<file path="src/rtl/scaler_vin_lpad.sv">
// Scaler input vertical line-alignment stage: forwards input lines, then drives scaler_pad
// to append zero lines until the frame line count is a multiple of LINE_ALIGN.
module scaler_vin_lpad #(
  parameter int unsigned PIXEL_BITWIDTH    = 8,
  parameter int unsigned PIXEL_NUM         = 2,
  parameter int unsigned IMG_H_MAX         = 3840,
  parameter int unsigned IMG_H_BITWIDTH    = $clog2(IMG_H_MAX),
  parameter int unsigned LINE_ALIGN        = 4,
  parameter int unsigned LINE_CNT_BITWIDTH = 12
) (
  input  logic                                   s_clk,
  input  logic                                   s_rst_n,
  input  logic [IMG_H_BITWIDTH-1:0]              len,
  input  logic                                   s_axis_valid,
  input  logic [PIXEL_BITWIDTH*PIXEL_NUM-1:0]    s_axis_pixel,
  input  logic                                   s_axis_user,
  input  logic                                   s_axis_last,
  input  logic                                   s_axis_eof,
  output logic                                   pad_start,
  output logic [IMG_H_BITWIDTH-1:0]              pad_len,
  input  logic                                   pad_valid,
  input  logic [PIXEL_BITWIDTH*PIXEL_NUM-1:0]    pad_pixel,
  input  logic                                   pad_done,
  output logic                                   m_axis_valid,
  output logic [PIXEL_BITWIDTH*PIXEL_NUM-1:0]    m_axis_pixel,
  output logic                                   m_axis_user,
  output logic                                   m_axis_last,
  output logic [LINE_CNT_BITWIDTH-1:0]           line_cnt,
  output logic                                   frame_done,
  output logic                                   drop_err
);

  localparam int unsigned PixW   = PIXEL_BITWIDTH * PIXEL_NUM;
  localparam int unsigned AlignW = (LINE_ALIGN > 1) ? $clog2(LINE_ALIGN) : 1;
  localparam logic [AlignW-1:0] AlignLast = AlignW'(LINE_ALIGN - 1);
  localparam logic [AlignW-1:0] AlignMod  = AlignW'(LINE_ALIGN);

  typedef enum logic [2:0] {StIdle, StPass, StPadReq, StPadWait, StDone} state_e;

  state_e                        state_q, state_d;
  logic [IMG_H_BITWIDTH-1:0]     len_q, len_d;
  logic [IMG_H_BITWIDTH-1:0]     beat_q, beat_d;
  logic [AlignW-1:0]             align_q, align_d;
  logic [AlignW-1:0]             remain_q, remain_d;
  logic [LINE_CNT_BITWIDTH-1:0]  line_cnt_q, line_cnt_d;
  logic                          padded_q, padded_d;
  logic                          m_valid_q, m_valid_d;
  logic [PixW-1:0]               m_pixel_q, m_pixel_d;
  logic                          m_user_q, m_user_d;
  logic                          m_last_q, m_last_d;
  logic                          frame_done_q, frame_done_d;
  logic                          drop_err_q, drop_err_d;

  logic                          take;
  logic [LINE_CNT_BITWIDTH-1:0]  line_base;
  logic [AlignW-1:0]             align_base;
  logic [AlignW-1:0]             align_inc;
  logic [IMG_H_BITWIDTH-1:0]     len_eff;

  function automatic logic [LINE_CNT_BITWIDTH-1:0] sat_inc(
    input logic [LINE_CNT_BITWIDTH-1:0] v
  );
    return (v == '1) ? v : v + LINE_CNT_BITWIDTH'(1);
  endfunction

  always_comb begin
    state_d      = state_q;
    len_d        = len_q;
    beat_d       = beat_q;
    align_d      = align_q;
    remain_d     = remain_q;
    line_cnt_d   = line_cnt_q;
    padded_d     = padded_q;
    m_valid_d    = 1'b0;
    m_pixel_d    = m_pixel_q;
    m_user_d     = 1'b0;
    m_last_d     = 1'b0;
    frame_done_d = 1'b0;
    drop_err_d   = 1'b0;
    take         = 1'b0;
    line_base    = line_cnt_q;
    align_base   = align_q;
    align_inc    = '0;
    len_eff      = len_q;

    unique case (state_q)
      StIdle: begin
        // Non-SOF beats are discarded silently while idle
        if (s_axis_valid && s_axis_user) begin
          take       = 1'b1;
          line_base  = '0;
          align_base = '0;
          len_eff    = len;
          len_d      = len;
          m_user_d   = 1'b1;
          state_d    = StPass;
        end
      end
      StPass: begin
        take = s_axis_valid;
      end
      StPadReq: begin
        drop_err_d = s_axis_valid;
        beat_d     = '0;
        state_d    = StPadWait;
      end
      StPadWait: begin
        drop_err_d = s_axis_valid;
        if (pad_valid) begin
          m_valid_d = 1'b1;
          m_pixel_d = pad_pixel;
          m_last_d  = (beat_q == len_q - IMG_H_BITWIDTH'(1));
          beat_d    = beat_q + IMG_H_BITWIDTH'(1);
          if (m_last_d) begin
            line_cnt_d = sat_inc(line_cnt_q);
          end
        end
        if (pad_done) begin
          remain_d = remain_q - AlignW'(1);
          if (remain_q == AlignW'(1)) begin
            // Pulse here so frame_done lands one cycle after the final last beat
            frame_done_d = 1'b1;
            state_d      = StDone;
          end else begin
            state_d = StPadReq;
          end
        end
      end
      StDone: begin
        drop_err_d   = s_axis_valid;
        frame_done_d = !padded_q;
        state_d      = StIdle;
      end
      default: state_d = StIdle;
    endcase

    if (take) begin
      m_valid_d  = 1'b1;
      m_pixel_d  = s_axis_pixel;
      m_last_d   = s_axis_last;
      line_cnt_d = line_base;
      align_d    = align_base;
      if (s_axis_last) begin
        align_inc  = (align_base == AlignLast) ? '0 : align_base + AlignW'(1);
        line_cnt_d = sat_inc(line_base);
        align_d    = align_inc;
        if (s_axis_eof) begin
          if (align_inc == '0 || LINE_ALIGN == 1 || len_eff == '0) begin
            padded_d = 1'b0;
            state_d  = StDone;
          end else begin
            padded_d = 1'b1;
            remain_d = AlignMod - align_inc;
            state_d  = StPadReq;
          end
        end
      end
    end
  end

  always_ff @(posedge s_clk or negedge s_rst_n) begin
    if (!s_rst_n) begin
      state_q      <= StIdle;
      len_q        <= '0;
      beat_q       <= '0;
      align_q      <= '0;
      remain_q     <= '0;
      line_cnt_q   <= '0;
      padded_q     <= 1'b0;
      m_valid_q    <= 1'b0;
      m_pixel_q    <= '0;
      m_user_q     <= 1'b0;
      m_last_q     <= 1'b0;
      frame_done_q <= 1'b0;
      drop_err_q   <= 1'b0;
    end else begin
      state_q      <= state_d;
      len_q        <= len_d;
      beat_q       <= beat_d;
      align_q      <= align_d;
      remain_q     <= remain_d;
      line_cnt_q   <= line_cnt_d;
      padded_q     <= padded_d;
      m_valid_q    <= m_valid_d;
      m_pixel_q    <= m_pixel_d;
      m_user_q     <= m_user_d;
      m_last_q     <= m_last_d;
      frame_done_q <= frame_done_d;
      drop_err_q   <= drop_err_d;
    end
  end

  assign pad_start    = (state_q == StPadReq);
  assign pad_len      = len_q;
  assign m_axis_valid = m_valid_q;
  assign m_axis_pixel = m_pixel_q;
  assign m_axis_user  = m_user_q;
  assign m_axis_last  = m_last_q;
  assign line_cnt     = line_cnt_q;
  assign frame_done   = frame_done_q;
  assign drop_err     = drop_err_q;

endmodule

</file>
<file path="config.mk">
export PLATFORM = sky130hd
export DESIGN_NAME = scaler_vin_lpad
export DESIGN_NICKNAME = d
export VERILOG_FILES = /design/src/rtl/scaler_vin_lpad.sv
export SDC_FILE = /design/constraint.sdc
export NUM_CORES = 1
export LEC_CHECK = 0
export ABC_AREA = 1
export ABC_CLOCK_PERIOD_IN_PS = 2500
export BUFFER_PORTS_ARGS = -buffer_cell sky130_fd_sc_hd__buf_2
export CORE_MARGIN = 10
export CORE_UTILIZATION = 55
export DETAILED_ROUTE_END_ITERATION = 16
export HOLD_SLACK_MARGIN = 0.05
export PLACE_DENSITY = 0.79
export SYNTH_ARGS = -nofsm -noshare
export SYNTH_HDL_FRONTEND = slang
export SYNTH_SLANG_ARGS = --single-unit
</file>
<file path="constraint.sdc">
create_clock -name s_clk -period 2.5 [get_ports s_clk]
set_input_delay 0.75 -clock s_clk [delete_from_list [all_inputs] [get_ports s_clk]]
set_output_delay 0.75 -clock s_clk [all_outputs]
set_load 0.02 [all_outputs]
</file>
; ---- Word-level counts from Yosys, hierarchy flattened
; Index checks and enable logic that the tools add are counted.
[word_totals]
regBits = 65
in_bits = 52
out_inout_bits = 46
wordCells = 94
[op_classes]
addsub = 7
eq_ne = 11
mux = 48
n_reduce_logical = 15
[op_table]
columns = op, count
row1 = $mux W12, 12
row2 = $mux W16, 3
row3 = $add A12 B1 Y12 const B, 3
row4 = $eq A12 B12 Y1 const B, 2
row5 = $pmux W12 S2, 1
row6 = $mux W3, 7
row7 = $mux W2, 10
row8 = $eq A12 B12 Y1, 1
row9 = $logic_not A12 Y1, 1
row10 = $mux W1, 12
row11 = $pmux W3 S4, 1
row12 = $sub A12 B1 Y12 const B, 1
row13 = $reduce_bool A2 Y1, 4
row14 = $eq A3 B2 Y1 const B, 2
row15 = $ne A2 B2 Y1 const B, 2
row16 = $pmux W1 S2, 2
row17 = $reduce_and A2 Y1, 2
row18 = $reduce_and A4 Y1, 1
row19 = $eq A3 B1 Y1 const B, 1
row20 = $eq A3 B3 Y1 const B, 1
row21 = $logic_not A3 Y1, 1
row22 = $reduce_and A3 Y1, 1
row23 = $reduce_or A3 Y1, 1
row24 = $add A2 B1 Y2 const B, 1
row25 = 8 further kinds, 8

; ---- Longest topological paths before layout
; Gate-level depths: netlist of the first run.
[depth]
depth_word = 11
ltp_mapped = 21
ltp_nobuf = 19

; ---- Worst setup path before layout of the first run
; Ideal clock, no wire load.
[synth_timing]
kind = in2reg
start = input port s_axis_user
end = register line_cnt_q[0], in the netlist line_cnt[0]
arrival_ns = 2.511
required_time_ns = 2.383
path_slack_ns = -0.128
cell_stages = 18
path_buffers = 2
cell_sequence = nand2_1 > inv_2 > nand3_4 > buf_2 > buf_2 > nand2_1 > inv_1 > ha_1 > nand2_1 > inv_1 > nand3_1 > nor2_2 > nand3_2 > nand2_1 > nand2_1 > xor2_1 > nand2_1 > nand2_1
[synth_via]
elab_chain_len = 7
elab_cells_between_ends = 15
classes_between = add/sub (1) / eq/ne (2) / mux (7) / reduce/logical (5)
[synth_lines]
columns = element, line_no
row1 = start: declaration, 16  ; input logic s_axis_user,
row2 = $logic_and A1 B1 Y1 *, 89  ; if (s_axis_valid && s_axis_user) begin
row3 = $mux W12, 89
row4 = $mux W12, 86  ; unique case (state_q)
row5 = $add A12 B1 Y12 / $eq A12 B12 Y1 (equally long branches), 63  ; return (v == '1) ? v : v + LINE_CNT_BITWIDTH'(1);
row6 = $mux W12, 63
row7 = $mux W12, 143  ; if (s_axis_last) begin
row8 = $mux W12, 137  ; if (take) begin
row9 = end signal: assignment, 182  ; line_cnt_q <= line_cnt_d;
row10 = end: declaration, 45  ; logic [LINE_CNT_BITWIDTH-1:0] line_cnt_q, line_cnt_d;
; Every way passes the cells marked *; elsewhere a longest branch is shown, timed or not.
; A chain may end at the register's enable or synchronous reset.

; ---- Final worst setup path of the first run
[layout_timing]
start = register state_q[0]
end = register remain_q[0]
[layout_via]
elab_chain_len = 10
elab_cells_between_ends = 18
classes_between = add/sub (2) / eq/ne (3) / mux (9) / reduce/logical (4)
[layout_lines]
columns = element, line_no
row1 = start: declaration, 40  ; state_e state_q, state_d;
row2 = start signal: assignment, 163  ; state_q <= StIdle;
row3 = start signal: assignment, 177  ; state_q <= state_d;
row4 = branches (longest 9 deep; another with $add A2 B1 Y2), --
row5 = $mux W2 *, 137
row6 = via remain_d[0], 44  ; logic [AlignW-1:0] remain_q, remain_d;
row7 = end signal: assignment, 181  ; remain_q <= remain_d;
row8 = end: declaration, 44
; Mark *: on every way through the listed nets, which the timed path passes.

==> impl_metrics.env, run 1 <==
export IMPL_async_flop_share_pct=100.0
export IMPL_wl_per_cell_um=13.77
export IMPL_slew_viol_final=0
export IMPL_drc=0
export IMPL_fmax_mhz=456.7
export IMPL_cp_max_fo=15
export IMPL_place_gp_congestion=0.9097
export IMPL_synth_ff_type="dfrtp_1"
export IMPL_dp_hpwl_um=8666
export IMPL_dpl_worst_slack_ns=-0.02830
export IMPL_yosys_top_cells_area="dfrtp_1 (38%), nand2_1 (20%), nand3_1 (8.3%), inv_1 (6.3%), nor2_1 (3.4%)"
export IMPL_rows=32
export IMPL_critical_path_class="reg -> reg"
export IMPL_cts_max_level=3
export IMPL_start_util_pct=56.17
export IMPL_slowest_stage="dfrtp_1"
export IMPL_cts_root_buf="clkbuf_8"
export IMPL_grt_start_max_net_pins=66
export IMPL_overflow=0
export IMPL_syn_area_um2=4318
export IMPL_cts_buffers=9
export IMPL_synth_cells=642
export IMPL_ioPinCount=98
export IMPL_critPathRequiredTime_ns=2.80
export IMPL_die_y_um=108.6
export IMPL_power_w=0.005216
export IMPL_r2r_end="remain_q[0]$_DFF_PN0_"
export IMPL_syn_to_final_growth_pct=19.04
export IMPL_yosysTopAreaCellShare_pct=37.67
export IMPL_post_route_min_period_ns=2.189
export IMPL_fillers=710
export IMPL_synthTopCellsByCount="nand2_1 (232), inv_1 (73), nand3_1 (72), dfrtp_1 (65), nor2_1 (39)"
export IMPL_final_util_pct=66.86
export IMPL_multi_input_area_um2=2276
export IMPL_regToRegSetupSlack_ns=0.31
export IMPL_rsz0062_at_grt="false"
export IMPL_dr_pass1_iters=8
export IMPL_cpPeakStageDelay_ns=0.48
export IMPL_portBuffers=97
export IMPL_seq_area_um2=1627
export IMPL_synth_seq_area_share_pct=37.67
export IMPL_irDropWorstVdd_uv=568.3
export IMPL_dr_total_vias=4486
export IMPL_arrival_ns=2.49
export IMPL_cts_hold_buf=0
export IMPL_drv_cap=0
export IMPL_cts_tree="done"
export IMPL_fp_coreArea_um2=7687
export IMPL_ys_warn_count=0
export IMPL_tightest_slew_ns=0.4744
export IMPL_p_leak_nw=2.806
export IMPL_grt_pass1_wl_um=19580
export IMPL_antenna_left=0
export IMPL_first_global_vias=4357
export IMPL_r2r_start="state_q[0]$_DFF_PN0_"
export IMPL_antennaDiodeCount=0
export IMPL_holdWs_ns=0.3794
export IMPL_cp_end_kind="flop"
export IMPL_vias_per_cell=5.278
export IMPL_status="completed"
export IMPL_path_clk_slew_ns=0.08
export IMPL_crit_path_frequent_cell="nand2_1"
export IMPL_chipWidth_um=108.6
export IMPL_fin_crit_sh_pct=87.58
export IMPL_holdCritPathClass="in -> async"
export IMPL_fin_ws_ns=0.3105
export IMPL_cp_top_family="simple AND/OR/NAND/NOR gates"
export IMPL_grtUsageTotal_pct=20.33
export IMPL_clock_latency_ns=0.36
export IMPL_dpl_instance_area_um2=4933
export IMPL_final_nets=801
export IMPL_slew_headroom_pct=68.34
export IMPL_routed_wl_um=11700
export IMPL_skew_ns=0.01236
export IMPL_cp_cell_sequence="nor2_4 -> nand3_4 -> buf_4 -> inv_2 -> nand2_1 -> o21ai_0 -> nand2_1 -> nor3_1 -> nand3_1 -> nand3_2 -> nand2_1 -> nand2_1"
export IMPL_synth_seq_cells=65
export IMPL_fin_area_um2=5140
export IMPL_antenna_found_initial=0
export IMPL_dieArea_um2=11800
export IMPL_power_density_nw_per_um2=1015
export IMPL_synth_edf_count=0
export IMPL_cts_sinks=65
export IMPL_layout_drive_gt1_share_pct=21.93
export IMPL_cts_buffer_depth=2
export IMPL_yosys_area_top_type="dfrtp_1"
export IMPL_cts_resized=0
export IMPL_postCtsSetupBuffers=0
export IMPL_avgSynthCellArea_um2=6.726
export IMPL_synth_nets=700
export IMPL_reg2reg_depth=12
export IMPL_crit_buf_inv=2
export IMPL_setup_viol=0
export IMPL_final_hold_viol_count=0
export IMPL_crit_path_start_kind="flop"
export IMPL_synth_most_common_cell="nand2_1"
export IMPL_synth_cell_types=37
export IMPL_first_iter_violations=246
worst reg2reg max path: stages (launching register included):
cell     delay [ns]
dfrtp_1        0.48
nor2_4         0.15
nand3_4        0.11
buf_4          0.19
inv_2          0.21
nand2_1        0.08
o21ai_0        0.11
nand2_1        0.08
nor3_1         0.19
nand3_1        0.25
nand3_2        0.16
nand2_1        0.06
nand2_1        0.06
through the flow:
stage,TNS [ns],std cells
floorplan,0,642
global placement,0,834
detailed placement,-0.08754,834
CTS,0,850
global route,0,850
finish,0,850
logic make-up after synthesis:
family                   share of synthesized area [%]
XOR/XNOR                                         4.057
adder cells (fa/ha/maj)                          1.739
AO/OA/AOI/OAI                                    5.970
buffers and inverters                            9.736
AND/OR/NAND/NOR                                  40.83
flip-flops                                       37.67
state kept, by name (all words and copies together), names as in the netlist:
register / flops
m_axis_pixel: 16
m_axis_valid: 1
m_axis_last: 1
align_q: 2
beat_q: 12
padded_q: 1
frame_done: 1
state_q: 3
remain_q: 2
line_cnt: 12
m_axis_user: 1
drop_err: 1
pad_len: 12
routing by layer:
layer | global-route usage (%) | routed length [µm] | vias up
met5 | 0 | 0 | -
met4 | 7.815 | 170 | 0
met3 | 5.711 | 893 | 17
met2 | 34.70 | 5719 | 164
met1 | 23.70 | 4919 | 2082
li1 | - | - | 2223
where the power goes:
group | internal [W] | total, W | switching (W) | leakage (nW)
sequential | 0.00141 | 0.00178 | 0.000373 | 0.827
clock | 0.000478 | 0.000968 | 0.000490 | 0.0988
combinational | 0.000857 | 0.00246 | 0.00161 | 1.88
worst max-delay path by stage:
stage	from	to	slack, ns	depth (start not counted)
floorplan	s_axis_user	line_cnt[0]$_DFFE_PN0P_	0.004	18
global placement	s_axis_valid	remain_q[0]$_DFF_PN0_	0.02	14
detailed placement	s_axis_valid	line_cnt[0]$_DFFE_PN0P_	-0.03	17
CTS	state_q[0]$_DFF_PN0_	remain_q[0]$_DFF_PN0_	0.31	12
global route	state_q[0]$_DFF_PN0_	remain_q[0]$_DFF_PN0_	0.07	12
finish	state_q[0]$_DFF_PN0_	remain_q[0]$_DFF_PN0_	0.31	12
cell usage in the layout, fill, tap and decap left out, types with 5 or more instances in the layout:
cell type  instances
xor2_1            16
a21oi_1           12
nor2_1            39
nor3_1             9
o21ai_0           16
nand4_1            7
nand2_1          231
o21ai_1           16
clkbuf_8           9
dfrtp_1           65
inv_2             13
ha_1               5
nand3b_1           5
nor2_2            10
inv_1             71
buf_2             97
nand3_1           72
buf_4             10
cell type report:
cell class                 count  area share [%]
multi-input combinational    473           44.28
sequential                    65           31.65
timing repair buffer         108           11.30
inverter                      86           6.280
tap                          102           2.483
clock buffer                   9           2.410
clock inverter                 7           1.607
(Power assumes the default switching activity.)
==> inputs of run 2 (changes only) <==
--- a/config.mk
+++ b/config.mk
@@ -6,7 +6,7 @@
 export NUM_CORES = 1
 export LEC_CHECK = 0
 export ABC_AREA = 1
-export ABC_CLOCK_PERIOD_IN_PS = 2500
+export ABC_CLOCK_PERIOD_IN_PS = 2400
 export BUFFER_PORTS_ARGS = -buffer_cell sky130_fd_sc_hd__buf_2
 export CORE_MARGIN = 10
 export CORE_UTILIZATION = 55
==> constraint.sdc (replaced) <==
create_clock -name s_clk -period 2.4 [get_ports s_clk]
set_input_delay 0.72 -clock s_clk [delete_from_list [all_inputs] [get_ports s_clk]]
set_output_delay 0.72 -clock s_clk [all_outputs]
set_load 0.02 [all_outputs]
==> run 2 against run 1 <==
Effect of this change:
- clock skew fell by 0.00057 ns
- via count down 1.2%
- setup slack worse by 0.052 ns
- critical path depth is the same
- global-route usage about the same
- worst hold slack lost 0.022 ns
- final cell count did not move
- largest cell class unchanged
==> impl_metrics.env, run 2 (synthesis gave the netlist of run 1 again) <==
export IMPL_status="completed"
export IMPL_chipWidth_um=108.6
export IMPL_p_int_w=0.002976
export IMPL_cp_max_fo=12
export IMPL_cts_root_buf="clkbuf_8"
export IMPL_antennaDiodeCount=0
export IMPL_vias_per_cell=5.213
export IMPL_drc=0
export IMPL_drv_cap=0
export IMPL_fin_crit_sh_pct=89.23
export IMPL_cts_resized=0
export IMPL_rows=32
export IMPL_slew_headroom_pct=68.71
export IMPL_cp_end_kind="flop"
export IMPL_cts_buffers=9
export IMPL_topRoutingLayerUsed="met4"
export IMPL_final_util_pct=67.64
export IMPL_arrival_ns=2.38
export IMPL_cts_max_level=3
export IMPL_post_route_min_period_ns=2.142
export IMPL_cts_sinks=65
export IMPL_final_hold_viol_count=0
export IMPL_seqPwrFrac_pct=33.2
export IMPL_ioPinCount=98
export IMPL_dr_total_vias=4431
export IMPL_setup_viol=0
export IMPL_fp_coreArea_um2=7687
export IMPL_path_clk_slew_ns=0.09
export IMPL_clock_latency_ns=0.35
export IMPL_tightest_slew_ns=0.4688
export IMPL_first_global_vias=4407
export IMPL_portBuffers=97
export IMPL_dp_hpwl_um=8816
export IMPL_holdCritPathClass="in -> async"
export IMPL_antenna_left=0
export IMPL_layout_common_cells="nand2_1 (231), buf_2 (97), nand3_1 (71)"
export IMPL_antenna_found_initial=0
export IMPL_grt_pass1_wl_um=19750
export IMPL_grt_start_max_net_pins=66
export IMPL_switching_share_pct=46.65
export IMPL_cts_buffer_depth=2
export IMPL_skew_ns=0.01179
export IMPL_wl_met1_um=5116
export IMPL_critical_path_class="reg -> reg"
export IMPL_routed_wl_um=11980
export IMPL_fmax_mhz=466.9
export IMPL_rsz0062_at_grt="false"
export IMPL_clkPwrFrac_pct=19.6
export IMPL_start_util_pct=56.17
export IMPL_cts_hold_buf=0
export IMPL_die_y_um=108.6
export IMPL_p_comb_share_pct=47.2
export IMPL_dpl_cell_count=834
export IMPL_first_iter_violations=278
export IMPL_setup_tns_ns=0
export IMPL_regToRegSetupSlack_ns=0.26
export IMPL_syn_to_final_growth_pct=20.43
export IMPL_slew_viol_final=0
export IMPL_p_leak_nw=2.822
export IMPL_irDropWorstVdd_uv=575.2
export IMPL_final_common_cell="nand2_1"
export IMPL_postCtsSetupBuffers=0
export IMPL_dr_pass1_iters=5
export IMPL_fin_cells=850
export IMPL_place_gp_congestion=0.9244
export IMPL_critPathRequiredTime_ns=2.64
export IMPL_dieArea_um2=11800
export IMPL_crit_path_start_kind="flop"
export IMPL_overflow=0
export IMPL_layout_drive_gt1_share_pct=22.46
export IMPL_met3_length_um=871
export IMPL_wl_met2_um=5796
export IMPL_p_sw_w=0.002602
export IMPL_power_density_nw_per_um2=1073
export IMPL_grtUsageTotal_pct=20.36
export IMPL_final_nets=801
export IMPL_largest_reg_flops=16
export IMPL_wl_per_cell_um=14.09
export IMPL_cts_tree="done"
[run 2: final cells by class]
class	instances	area, µm²
fill	686	2487
sequential	65	1627
tap	102	127.6
multi-input combinational	473	2318
timing repair buffer	108	580.6
clock inverter	7	100.1
inverter	86	322.8
clock buffer	9	123.9
[run 2: power groups by stage]
stage,Sequential (W),Clock [W],Combinational [W]
6_report,0.00185,0.00109,0.00263
5_1_grt,0.00190,0.00116,0.00297
4_1_cts,0.00184,0.00111,0.00264
3_5_place_dp,0.00186,0,0.00263
3_3_place_gp,0.00184,0,0.00255
2_1_floorplan,0.00215,0,0.00152
[run 2: path summary, 6_finish.rpt]
kind,endpoint,startpoint,depth (start not counted)
min in group s_clk,frame_done$_DFF_PN0_,padded_q$_DFFE_PN0P_,1
max,line_cnt[2]$_DFFE_PN0P_,pad_len[0]$_DFF_PN0_,12
min reg2reg,frame_done$_DFF_PN0_,padded_q$_DFFE_PN0P_,1
min,pad_len[8]$_DFF_PN0_,s_rst_n,2
max reg2reg,line_cnt[2]$_DFFE_PN0P_,pad_len[0]$_DFF_PN0_,12
max in group asynchronous,m_axis_pixel[12]$_DFFE_PN0P_,s_rst_n,2
[run 2: per-layer routing]
| layer | track usage (%) | vias to the layer above |
|---|---|---|
| li1 | - | 2227 |
| met1 | 24.02 | 2048 |
| met2 | 34.61 | 138 |
| met3 | 6.306 | 18 |
| met4 | 6.403 | 0 |
| met5 | 0 | - |
[run 2: stage by stage]
| stage | setup WS [ns] | instance area [µm²] | total power [W] | hold slack, ns |
|---|---|---|---|---|
| after floorplan | 0.01273 | 4363 | 0.003667 | 0.4244 |
| after global placement | 0.01146 | 4961 | 0.004390 | 0.4600 |
| after detailed placement | -0.05979 | 4961 | 0.004486 | 0.4500 |
| after CTS | 0.2709 | 5185 | 0.005594 | 0.3869 |
| after global routing | 0.0007903 | 5200 | 0.006026 | 0.3777 |
| final | 0.2584 | 5200 | 0.005578 | 0.3577 |
[run 2: worst max-delay path: stages (launching register included)]
cell and delay (ns):
dfrtp_1 0.45, inv_1 0.13, ha_1 0.22, nand3_1 0.19, o21ai_1 0.22, nand2_1 0.07, nand2_1 0.06, nand2_1 0.06
nor2_2 0.13, nand4_2 0.15, buf_4 0.22, nand3_1 0.08, nand2_1 0.05
==> inputs of run 3 (changes only) <==
--- a/config.mk
+++ b/config.mk
@@ -7,12 +7,12 @@
 export LEC_CHECK = 0
 export ABC_AREA = 1
 export ABC_CLOCK_PERIOD_IN_PS = 2400
-export BUFFER_PORTS_ARGS = -buffer_cell sky130_fd_sc_hd__buf_2
 export CORE_MARGIN = 10
-export CORE_UTILIZATION = 55
+export CORE_UTILIZATION = 64
 export DETAILED_ROUTE_END_ITERATION = 16
+export DONT_BUFFER_PORTS = 1
 export HOLD_SLACK_MARGIN = 0.05
-export PLACE_DENSITY = 0.79
+export PLACE_DENSITY = 0.78
 export SYNTH_ARGS = -nofsm -noshare
 export SYNTH_HDL_FRONTEND = slang
 export SYNTH_SLANG_ARGS = --single-unit
==> run 3 against run 2 <==
Effect of this change:
- global-route usage rose by 1.5 points
- setup slack improved by 0.0067 ns
- wire length fell by 6.6%
- clock-buffer cell count did not move
- worst hold slack got worse by 0.30 ns
- first-iteration DRC count fell by 37%
- register-to-register slack barely moved
- critical endpoint is now line_cnt[8]$_DFFE_PN0P_
- largest cell class unchanged
- largest power group is now registers
==> impl_metrics.env, run 3 (synthesis gave the netlist of run 1 again) <==
export IMPL_cts_buffer_depth=2
export IMPL_tightest_slew_ns=0.6215
export IMPL_grt_pass1_wl_um=18490
export IMPL_setup_viol=0
export IMPL_slowest_stage="dfrtp_1"
export IMPL_routed_wl_um=11180
export IMPL_final_hold_viol_count=0
export IMPL_p_sw_w=0.002499
export IMPL_fillers=543
export IMPL_seq_area_um2=1627
export IMPL_p_int_w=0.002723
export IMPL_cp_cell_sequence="inv_1 -> ha_1 -> nand3_1 -> nor2_2 -> nand2_1 -> nand3_1 -> nand2_1 -> nor2_1 -> nand4_2 -> buf_4 -> nand3_1 -> nand2_1"
export IMPL_grt_start_max_net_pins=45
export IMPL_multi_input_area_um2=2303
export IMPL_power_density_nw_per_um2=1103
export IMPL_status="completed"
export IMPL_layout_drive_gt1_share_pct=11.65
export IMPL_fin_crit_sh_pct=88.95
export IMPL_chipWidth_um=102.1
export IMPL_cts_buffers=9
export IMPL_start_util_pct=66.85
export IMPL_syn_to_final_growth_pct=9.620
export IMPL_grtUsageTotal_pct=21.81
export IMPL_critical_path_class="reg -> reg"
export IMPL_die_y_um=102.1
export IMPL_fin_ws_ns=0.2651
export IMPL_p_leak_nw=2.454
export IMPL_cts_resized=0
export IMPL_cts_tree="done"
export IMPL_slew_headroom_pct=58.43
export IMPL_portBuffers=0
export IMPL_vias_per_cell=5.572
export IMPL_final_nets=714
export IMPL_fp_coreArea_um2=6459
export IMPL_drc=0
export IMPL_clkPwrFrac_pct=18.5
export IMPL_power_w=0.005222
export IMPL_path_clk_slew_ns=0.08
export IMPL_p_comb_share_pct=40.6
export IMPL_layout_common_cells="nand2_1 (231), nand3_1 (71), inv_1 (70)"
export IMPL_ioPinCount=98
export IMPL_critPathRequiredTime_ns=2.64
export IMPL_antenna_found_initial=0
export IMPL_crit_path_start_kind="flop"
export IMPL_dpl_worst_slack_ns=0.07337
export IMPL_setup_tns_ns=0
export IMPL_dr_pass1_iters=5
export IMPL_dpl_cell_count=719
export IMPL_dp_hpwl_um=8361
export IMPL_cts_sinks=65
export IMPL_antennaDiodeCount=0
export IMPL_postCtsSetupBuffers=0
export IMPL_cp_end_kind="flop"
export IMPL_final_common_cell="nand2_1"
export IMPL_dieArea_um2=10430
export IMPL_arrival_ns=2.38
export IMPL_overflow=0
export IMPL_skew_ns=0.007453
export IMPL_post_route_min_period_ns=2.135
export IMPL_fin_cells=738
export IMPL_irDropWorstVdd_uv=785.8
export IMPL_first_iter_violations=176
export IMPL_seqPwrFrac_pct=41.0
export IMPL_drv_cap=0
export IMPL_rsz0062_at_grt="false"
export IMPL_cp_max_fo=12
export IMPL_dr_total_vias=4112
export IMPL_first_global_vias=4058
export IMPL_rows=29
export IMPL_antenna_left=0
export IMPL_fmax_mhz=468.4
export IMPL_place_gp_congestion=0.9198
export IMPL_cts_root_buf="clkbuf_8"
export IMPL_clock_latency_ns=0.35
export IMPL_largest_reg_flops=16
export IMPL_cts_max_level=3
export IMPL_holdCritPathClass="in -> async"
export IMPL_cpPeakStageDelay_ns=0.43
export IMPL_slew_viol_final=0
export IMPL_switching_share_pct=47.85
export IMPL_wl_per_cell_um=15.15
## run 3: cell count changes in the layout (fill, tap and decap cells not counted), sizes merged
cell,before,now
buf,108,19
clkinv,4,6
dlygate4sd3,0,2
bufinv,2,1
inv,87,86
## run 3: worst paths after layout
kind,from,slack (ns),endpoint,depth (start not counted)
max in group asynchronous,s_rst_n,1.18,beat_q[8]$_DFFE_PN0P_,1
max,pad_len[1]$_DFF_PN0_,0.27,line_cnt[8]$_DFFE_PN0P_,12
max reg2reg,pad_len[1]$_DFF_PN0_,0.27,line_cnt[8]$_DFFE_PN0P_,12
min in group s_clk,padded_q$_DFFE_PN0P_,0.49,frame_done$_DFF_PN0_,1
min,s_rst_n,0.06,beat_q[4]$_DFFE_PN0P_,0
min reg2reg,padded_q$_DFFE_PN0P_,0.49,frame_done$_DFF_PN0_,1
## run 3: power by group through the flow
stage          Combinational, W  Sequential (W)  Clock (W)
6_report                0.00212         0.00214   0.000964
5_1_grt                 0.00243         0.00219    0.00103
4_1_cts                 0.00211         0.00214   0.000975
3_5_place_dp            0.00209         0.00216          0
3_3_place_gp            0.00201         0.00215          0
2_1_floorplan           0.00152         0.00215          0
## run 3: layer usage
metal  up-vias  part of all wire (%)  GRT usage [%]
li1       2046                     -              -
met1      1910                    41          25.70
met2       136                    50          37.58
met3        20                   8.0          5.735
met4         0                   1.4          7.701
met5         -                     0              0
## run 3: critical path: cells and delay by family, from the launching register on
kind | cells | cell delay (ns)
adder cells (fa/ha/maj) | 1 | 0.19
flip-flops | 1 | 0.43
buffers and inverters | 2 | 0.29
AND/OR/NAND/NOR | 9 | 1.10
## run 3: final cells by class
cell class	count	area share, %
Clock inverter	7	1.639
Clock buffer	9	2.617
Tap cell	77	2.035
Timing Repair Buffer	21	3.859
Sequential cell	65	34.36
Multi-Input combinational cell	473	48.67
Inverter	86	6.820
## run 3: repair_timing
item / 4_1_cts / 5_1_grt
hold buffers: 1 / 2
endpoints found under the setup margin: 0 / 0
endpoints found under the hold margin: 44 / 12
## run 3: stage by stage
stage / cell area [µm²] / util, % / hold WS [ns]
floorplan: 4363 / - / 0.4244
global placement: 4484 / 69.43 / 0.4266
detailed placement: 4484 / 69.43 / 0.4264
CTS: 4713 / 72.98 / 0.05071
global route: 4733 / 73.29 / 0.05103
finish: 4733 / 73.29 / 0.05931
